`config.mk`:
```
export PLATFORM = sky130hd
export DESIGN_NAME = seq_det_ctrl
export DESIGN_NICKNAME = d
export VERILOG_FILES = /design/src/rtl/seq_det_pkg.sv /design/src/rtl/seq_det_window.sv /design/src/rtl/seq_det_ctrl.sv
export SDC_FILE = /design/constraint.sdc
export NUM_CORES = 1
export LEC_CHECK = 0
export BUFFER_PORTS_ARGS = -buffer_cell sky130_fd_sc_hd__buf_4
export CAP_MARGIN = 10
export CORE_UTILIZATION = 25
export DETAILED_ROUTE_END_ITERATION = 10
export PLACE_DENSITY = 0.49
export SYNTH_ARGS = -nofsm -noshare
export SYNTH_HDL_FRONTEND = slang
export SYNTH_SLANG_ARGS = --single-unit
```
`constraint.sdc`:
```
create_clock -name clk -period 3.3 [get_ports clk]
set_clock_uncertainty 0.15 [all_clocks]
set_input_delay 0.66 -clock clk [delete_from_list [all_inputs] [get_ports clk]]
set_output_delay 0.66 -clock clk [all_outputs]
set_load 0.02 [all_outputs]
```
`src/rtl/seq_det_pkg.sv`:
```
// Shared types and defaults for the serial-pattern detection controller.
package seq_det_pkg;

  typedef enum logic [1:0] {
    IDLE = 2'd0,
    RUN  = 2'd1,
    DONE = 2'd2
  } state_t;

  localparam int MAX_LEN_DEF = 8;
  localparam int CNT_W_DEF   = 8;
  localparam int LEN_W       = $clog2(MAX_LEN_DEF + 1);

endpackage

```
`src/rtl/seq_det_window.sv`:
```
// Bit history and fill tracking for the detector; flags a hit on the
// history as it will look after the current shift.
module seq_det_window
  import seq_det_pkg::*;
#(
  parameter int MAX_LEN = MAX_LEN_DEF,
  parameter int LW      = $clog2(MAX_LEN + 1)
) (
  input  logic               clk,
  input  logic               rst,
  input  logic               shift,
  input  logic               clear,
  input  logic               overlap,
  input  logic               bit_in,
  input  logic [MAX_LEN-1:0] pattern,
  input  logic [LW-1:0]      len,
  output logic               hit
);

  logic [MAX_LEN-1:0] hist_r;
  logic [MAX_LEN-1:0] hist_nxt_s;
  logic [MAX_LEN-1:0] mask_s;
  logic [LW-1:0]      fill_r;
  logic [LW-1:0]      fill_nxt_s;

  // Next-state history, saturating fill and length-masked compare
  always_comb begin
    hist_nxt_s = {hist_r[MAX_LEN-2:0], bit_in};
    if (fill_r >= LW'(MAX_LEN)) begin
      fill_nxt_s = fill_r;
    end else begin
      fill_nxt_s = fill_r + LW'(1);
    end
    for (int i = 0; i < MAX_LEN; i++) begin
      mask_s[i] = (i < int'(len));
    end
    hit = shift && (fill_nxt_s >= len) &&
          ((hist_nxt_s & mask_s) == (pattern & mask_s));
  end

  // History/fill registers; a non-overlapping hit restarts the fill only,
  // the stale bits fall out of the compare until fill reaches len again
  always_ff @(posedge clk or posedge rst) begin
    if (rst) begin
      hist_r <= {MAX_LEN{1'b0}};
      fill_r <= {LW{1'b0}};
    end else if (clear) begin
      hist_r <= {MAX_LEN{1'b0}};
      fill_r <= {LW{1'b0}};
    end else if (shift) begin
      hist_r <= hist_nxt_s;
      fill_r <= (hit && !overlap) ? {LW{1'b0}} : fill_nxt_s;
    end
  end

endmodule

```
`src/rtl/seq_det_ctrl.sv`:
```
// Programmable pattern-detection controller: config registers, run FSM and
// match counter around the seq_det_window datapath.
module seq_det_ctrl
  import seq_det_pkg::*;
#(
  parameter int MAX_LEN = MAX_LEN_DEF,
  parameter int CNT_W   = CNT_W_DEF
) (
  input  logic                         clk,
  input  logic                         rst,
  input  logic                         cfg_we,
  input  logic [MAX_LEN-1:0]           cfg_pattern,
  input  logic [$clog2(MAX_LEN+1)-1:0] cfg_len,
  input  logic                         cfg_overlap,
  input  logic [CNT_W-1:0]             cfg_target,
  input  logic                         start,
  input  logic                         abort,
  input  logic                         bit_valid,
  input  logic                         bit_in,
  output logic                         match,
  output logic [CNT_W-1:0]             match_count,
  output logic                         busy,
  output logic                         done,
  output logic                         cfg_err
);

  localparam int LW = $clog2(MAX_LEN + 1);

  state_t             state_r, state_nxt_s;
  logic [MAX_LEN-1:0] pat_r;
  logic [LW-1:0]      len_r;
  logic               ovl_r;
  logic [CNT_W-1:0]   tgt_r;
  logic               cfg_ld_s, arm_s, err_s, cnt_inc_s;
  logic               shift_s, hit_s, start_ok_s;
  logic [CNT_W-1:0]   cnt_plus_s;

  assign start_ok_s = (len_r != {LW{1'b0}}) && (len_r <= LW'(MAX_LEN)) &&
                      (tgt_r != {CNT_W{1'b0}});
  assign shift_s    = (state_r == RUN) && bit_valid && !abort;
  assign cnt_plus_s = match_count + CNT_W'(1);

  seq_det_window #(.MAX_LEN(MAX_LEN), .LW(LW)) u_window (
    .clk     (clk),
    .rst     (rst),
    .shift   (shift_s),
    .clear   (arm_s),
    .overlap (ovl_r),
    .bit_in  (bit_in),
    .pattern (pat_r),
    .len     (len_r),
    .hit     (hit_s)
  );

  // Next-state and control strobes; abort > start > cfg_we
  always_comb begin
    state_nxt_s = state_r;
    cfg_ld_s    = 1'b0;
    arm_s       = 1'b0;
    err_s       = 1'b0;
    cnt_inc_s   = 1'b0;
    case (state_r)
      IDLE: begin
        if (abort) begin
          state_nxt_s = IDLE;
        end else if (start) begin
          if (start_ok_s) begin
            state_nxt_s = RUN;
            arm_s       = 1'b1;
          end else begin
            err_s = 1'b1;
          end
        end else if (cfg_we) begin
          cfg_ld_s = 1'b1;
        end else begin
          cfg_ld_s = 1'b0;
        end
      end
      RUN: begin
        if (abort) begin
          state_nxt_s = IDLE;
        end else begin
          err_s = cfg_we;
          if (hit_s) begin
            cnt_inc_s = 1'b1;
            if (cnt_plus_s == tgt_r) begin
              state_nxt_s = DONE;
            end else begin
              state_nxt_s = RUN;
            end
          end else begin
            cnt_inc_s = 1'b0;
          end
        end
      end
      DONE: begin
        if (abort) begin
          state_nxt_s = IDLE;
        end else if (start) begin
          if (start_ok_s) begin
            state_nxt_s = RUN;
            arm_s       = 1'b1;
          end else begin
            err_s = 1'b1;
          end
        end else if (cfg_we) begin
          err_s = 1'b1;
        end else begin
          err_s = 1'b0;
        end
      end
      default: state_nxt_s = IDLE;
    endcase
  end

  // FSM state register
  always_ff @(posedge clk or posedge rst) begin
    if (rst) begin
      state_r <= IDLE;
    end else begin
      state_r <= state_nxt_s;
    end
  end

  // Config registers, match counter and registered status outputs
  always_ff @(posedge clk or posedge rst) begin
    if (rst) begin
      pat_r       <= {MAX_LEN{1'b0}};
      len_r       <= {LW{1'b0}};
      ovl_r       <= 1'b0;
      tgt_r       <= {CNT_W{1'b0}};
      match_count <= {CNT_W{1'b0}};
      match       <= 1'b0;
      busy        <= 1'b0;
      done        <= 1'b0;
      cfg_err     <= 1'b0;
    end else begin
      if (cfg_ld_s) begin
        pat_r <= cfg_pattern;
        len_r <= cfg_len;
        ovl_r <= cfg_overlap;
        tgt_r <= cfg_target;
      end
      if (arm_s) begin
        match_count <= {CNT_W{1'b0}};
      end else if (cnt_inc_s) begin
        match_count <= cnt_plus_s;
      end
      match   <= cnt_inc_s;
      busy    <= (state_nxt_s == RUN);
      done    <= (state_nxt_s == DONE);
      cfg_err <= err_s;
    end
  end

endmodule

```
# Word level (Yosys, flattened, before mapping)
# Index checks and enable logic that the tools add are counted.
# totals
out_inout_bits	12
elab_cells	81
regBits	46
input_bits	28
# classes
muxes	33
eq_ne	6
reduce_logical	15
n_lt_le_gt_ge	11
bitwise	2
addsub	2
# op_table
cell	count
1-bit two-way mux	17
8-bit AND	2
8-bit == test	2
3-bit by 4-bit less-than comparator with 1-bit output (first input constant)	4
4-bit two-way mux	4
8-bit two-way mux	2
7-bit two-way mux	2
2-bit two-way mux	6
8-bit by 1-bit adder with 8-bit output (second input constant)	1
1-bit by 4-bit less-than comparator with 1-bit output (first input constant)	2
2-bit by 4-bit less-than comparator with 1-bit output (first input constant)	2
8-bit nonzero test	1
1-bit logical AND	7
4-bit by 1-bit adder with 4-bit output (second input constant)	1
2-bit by 1-bit == test with 1-bit output (second input constant)	2
2-bit == test (second input constant)	2
4-bit >= comparator	1
4-bit >= comparator (second input constant)	1
4-bit <= comparator (second input constant)	1
2-bit one-hot mux with 2 select lines	1
2-bit nonzero test	2
4-bit nonzero test	1
1-bit one-hot mux with 3 select lines	1
1-bit logical NOT	2
other kinds (2)	2

# Depth between registers and ports, before layout
# depth
depth_word	10
ltp_mapped	10
ltp_nobuf	10

# Hierarchy
# Synthesis repeated with hierarchy kept, for this count alone.
# unflattened
hier_cells	216
area_unflattened_um2	2423.6
# modules_own_cells
mod	cells_per_inst	seq_area_each_um2	area_per_inst_um2	instances
seq_det_ctrl	136	875.8	1622.8	1
seq_det_window	80	275.3	800.8	1

# Worst setup path before layout
# Ideal clock, no wire load.
# synth_timing
path_kind	reg2reg
startpoint	register u_window.fill_r[0]
endpoint	register match_count[7]
t_required_ns	3.032
slack_ns	0.755
setup_ns	0.118
period_less_slack_ns	2.545
arrival_time_ns	2.277
path_stages_with_launch	11
n_path_buf	0
path_cell_list	dfrtp_1 inv_1 ha_1 mux2_2 ha_1 a211oi_1 o21bai_1 nand4_4 clkinv_2 mux2_2 a21o_1
# synth_via
elab_chain_len	9
word_cells_on_any_way	10
classes_between	add/sub: 1; order compare: 2; mux: 4; reduce/logical: 3
# synth_rtl
item	line_no	source
start: declaration	seq_det_window.sv:23	logic [LW-1:0] fill_r;
start signal: assignment	seq_det_window.sv:46	fill_r <= {LW{1'b0}};
start signal: assignment	seq_det_window.sv:49	fill_r <= {LW{1'b0}};
start signal: assignment	seq_det_window.sv:52	fill_r <= (hit && !overlap) ? {LW{1'b0}} : fill_nxt_s;
4-bit by 1-bit adder with 4-bit output or 4-bit >= comparator (tied branches)	seq_det_window.sv:32, seq_det_window.sv:29	
4-bit two-way mux *	seq_det_window.sv:29	if (fill_r >= LW'(MAX_LEN)) begin
4-bit >= comparator *	seq_det_window.sv:37	hit = shift && (fill_nxt_s >= len) &&
1-bit logical AND * (2 in series)	seq_det_window.sv:37	
1-bit two-way mux *	seq_det_ctrl.sv:84	if (hit_s) begin
1-bit two-way mux *	seq_det_ctrl.sv:80	if (abort) begin
1-bit two-way mux *	seq_det_ctrl.sv:62	case (state_r)
named net cnt_inc_s	seq_det_ctrl.sv:34	logic cfg_ld_s, arm_s, err_s, cnt_inc_s;
2-bit nonzero test (no line) *	-	
end signal: assignment	seq_det_ctrl.sv:132	match_count <= {CNT_W{1'b0}};
end signal: assignment	seq_det_ctrl.sv:145	match_count <= {CNT_W{1'b0}};
end signal: assignment	seq_det_ctrl.sv:147	match_count <= cnt_plus_s;
end: declaration	seq_det_ctrl.sv:21	output logic [CNT_W-1:0] match_count,
# Mark *: on every way through the listed nets, which the timed path passes. The rest lies on a longest branch.
# A chain may end at the register's enable or synchronous reset.

# Worst setup path after layout
# Same ends and word-level chain as after synthesis.

==> impl_metrics.yaml <==
power_and_ir_drop:
  comb_power_share: 0.307
  ir_worst_vdd_uv: 248.4
  p_per_area_mw_per_mm2: 554.5
  power.leakage_nw: 1.305
  clkPwrFrac: 0.194
  p_int_w: 0.001084
  total_power_w: 0.001649
  p_switching_w: 0.0005650
  swShare: 0.3426
  seqPwrFrac: 0.499
sta:
  whs_ns: 0.3634
  rsz0062_at_grt: "no"
  finalSetupTns_ns: 0
  worst_pin_slew_ns: 0.9694
  finalCriticalPeriod_ns: 2.844
  setup_viol: 0
  fmax_mhz: 351.6
  min_period_over_period: 0.8618
  slew_headroom: 0.3528
  hold_violations: 0
  drv_slew: 0
  setup_slack_ns: 0.4562
synth:
  synth_top_flop_cell: "dfrtp_1"
  synth_area_leaders: "dfrtp_1 (47%), mux2_1 (8.2%), nand2_1 (4.3%), o21ai_1 (3.7%), ha_1 (3.5%)"
  syn_inst: 236
  yosys_warnings: 0
  synth.ff_latch_count: 46
  netlist-cell-type-count: 49
  synth_area_per_cell_um2: 10.45
  netlist_top_cells_count: "dfrtp_1 (46), nand2_1 (28), mux2_1 (18), o21ai_1 (18), xnor2_1 (10)"
  synthMostInstantiatedCell: "dfrtp_1"
  yosysTopAreaCell: "dfrtp_1"
  synth-edff-count: 0
  ys_seq_area_frac: 0.4665
  syn-num-nets: 271
  yosys.area.top_type_share: 0.4665
  async_reset_ff_frac: 1.000
  netlist_area_mm2: 0.002467
setup_path:
  endpoint_kind: "flip-flop"
  worst_ep_required_time_ns: 3.33
  crit_slowest_cell: "dfrtp_1"
  r2r_cells: 10
  crit_path_max_incr_delay_ns: 0.43
  critPathKind: "reg -> reg"
  path_max_fanout: 14
  cp_data_arrival_time_ns: 2.88
  r2r_start: "u_window.fill_r[0]$_DFFE_PP0P_"
  cp_cell_sequence: "inv_1 > ha_1 > mux2_2 > ha_1 > a211oi_1 > o21bai_1 > nand4_4 > clkinv_2 > mux2_2 > a21o_1"
  rrSetupSlack_ns: 0.46
  r2r-end: "match_count[7]$_DFFE_PP0P_"
  critPathLaunchType: "flip-flop"
cells_and_area:
  stdcell_count: 404
  synthToLayoutAreaGrowth_pct: 20.54
  nets: 310
  drive_gt1_frac: 0.2145
  diodes: 0
drt:
  vias: 1834
  postRouteAntennaNets: 0
  first_iter_violations: 76
  drc: 0
  first_pass_iters: 4
  wirelength_um: 5257
  viasPerCell: 4.540
  wire_per_inst_um: 13.01
place:
  place.gp.congestion: 0.7544
  dp_cells: 397
  dp.final_hpwl_um: 3952
  io_buffers: 39
  dp_slack_ns: 0.4546
hold_path:
  min_from: "pat_r[6]$_DFFE_PP0P_"
  hold-path-cell-count: 1
  worstHoldPathType: "reg -> reg"
  hold_end: "pat_r[6]$_DFFE_PP0P_"
floorplan:
  initial_core_util: 0.2621
  fp.dieH_um: 101.3
  die-width_um: 101.3
  ios: 40
  dieArea_mm2: 0.01027
  core_area_mm2: 0.009415
  rows: 35
global_route:
  globalRouteTotalUtil: 0.1155
  antenna_found_initial: 0
  grt_pass1_vias: 1805
  grt-ovfl-total: 0
  grt_max_degree: 47
  grt_pass1_wl_um: 9149
clock_network:
  cts_resized: 0
  ctsHtreeMaxLevel: 2
  cts_made_buffers: 5
  cts_max_path_buffers: 2
  cts_hold_buf: 0
  clkTransAtPathRegs_ns: 0.08
  cts_setup_buffers: 0
  cts_tree: "yes"
  cts.sinks: 46
  clk_latency_ns: 0.29
  cts_root_buffer: "clkbuf_8"
job:
  max_cap_violations: 0
status:
  outcome: "finished clean"
## flip-flops by register name, summed over array words and instances (netlist names), 2 cells and up
| signal | flops |
|---|---|
| u_window.fill_r | 4 |
| pat_r | 8 |
| match_count | 8 |
| len_r | 4 |
| u_window.hist_r | 7 |
| state_r | 2 |
| tgt_r | 8 |
## layer usage
metal	routed length (um)	global-route usage	up-vias
met2	2429	0.1900	27
li1	-	-	923
met1	2654	0.1536	882
met5	0	0	-
met3	130	0.02553	2
met4	42	0.03010	0
## power by group through the flow
stage          clock (W)  sequential [W]  combinational [W]
2_1_floorplan          0        0.000800           0.000400
3_3_place_gp           0        0.000831           0.000513
3_5_place_dp           0        0.000835           0.000515
4_1_cts         0.000342        0.000823           0.000518
5_1_grt         0.000371        0.000845           0.000574
6_report        0.000321        0.000823           0.000506
## area by class of cell
type | instances | area, um2
fill | 988 | 6441
multi-input combinational | 172 | 1242
sequential | 46 | 1151
timing repair buffer | 41 | 307.8
tap | 129 | 161.4
clock buffer | 7 | 76.32
inverter | 9 | 35.03
## worst max-delay path: cells and delay by family (launching register included)
family                     cells  cell delay, ns
AOI/OAI and AO/OA              3            0.44
adders and majority gates      2            0.56
buffers and inverters          2            0.27
DFF                            1            0.43
muxes                          2            0.61
and+or+nand+nor                1            0.26
## worst max path at each step
stage | start | to | slack [ns] | cells past startpoint
2_1_floorplan | u_window.fill_r[0]$_DFFE_PP0P_ | match_count[7]$_DFFE_PP0P_ | 0.76 | 10
3_3_place_gp | u_window.fill_r[0]$_DFFE_PP0P_ | match_count[7]$_DFFE_PP0P_ | 0.49 | 10
3_5_place_dp | u_window.fill_r[0]$_DFFE_PP0P_ | match_count[7]$_DFFE_PP0P_ | 0.45 | 10
4_1_cts | u_window.fill_r[0]$_DFFE_PP0P_ | match_count[7]$_DFFE_PP0P_ | 0.44 | 10
5_1_grt | u_window.fill_r[0]$_DFFE_PP0P_ | match_count[7]$_DFFE_PP0P_ | 0.34 | 10
6_report | u_window.fill_r[0]$_DFFE_PP0P_ | match_count[7]$_DFFE_PP0P_ | 0.46 | 10
## through the flow
stage / instance area (um2) / utilization
finish: 2974 / 0.3159
global route: 2974 / 0.3159
CTS: 2974 / 0.3159
detailed placement: 2898 / 0.3078
global placement: 2898 / 0.3078
floorplan: 2467 / -
## kinds of logic after synthesis
family,count (synthesis),synth area share
compound gates,50,0.1354
xor+xnor,19,0.06744
fa+ha+maj,7,0.03550
buf+inv,18,0.03245
flops,46,0.4665
mux,21,0.09533
simple gates,75,0.1673
## cell usage in the layout, fill, tap and decap left out, types with 3 or more instances in the layout
cell type and instances:
nand3_1 8, ha_1 7, nor3b_1 3, nand2b_1 5
a211oi_1 3, xor2_1 9, clkbuf_8 5, mux2_1 18
inv_1 7, nor4_1 3, o21ai_0 3, xnor2_1 10
a211o_1 3, nor2_1 8, nor3_1 5, a21o_1 4
nand2_1 28, o21ai_1 18, a31oi_1 3, buf_4 41
dfrtp_1 46
Note: power is estimated with default switching activity, not from simulation.
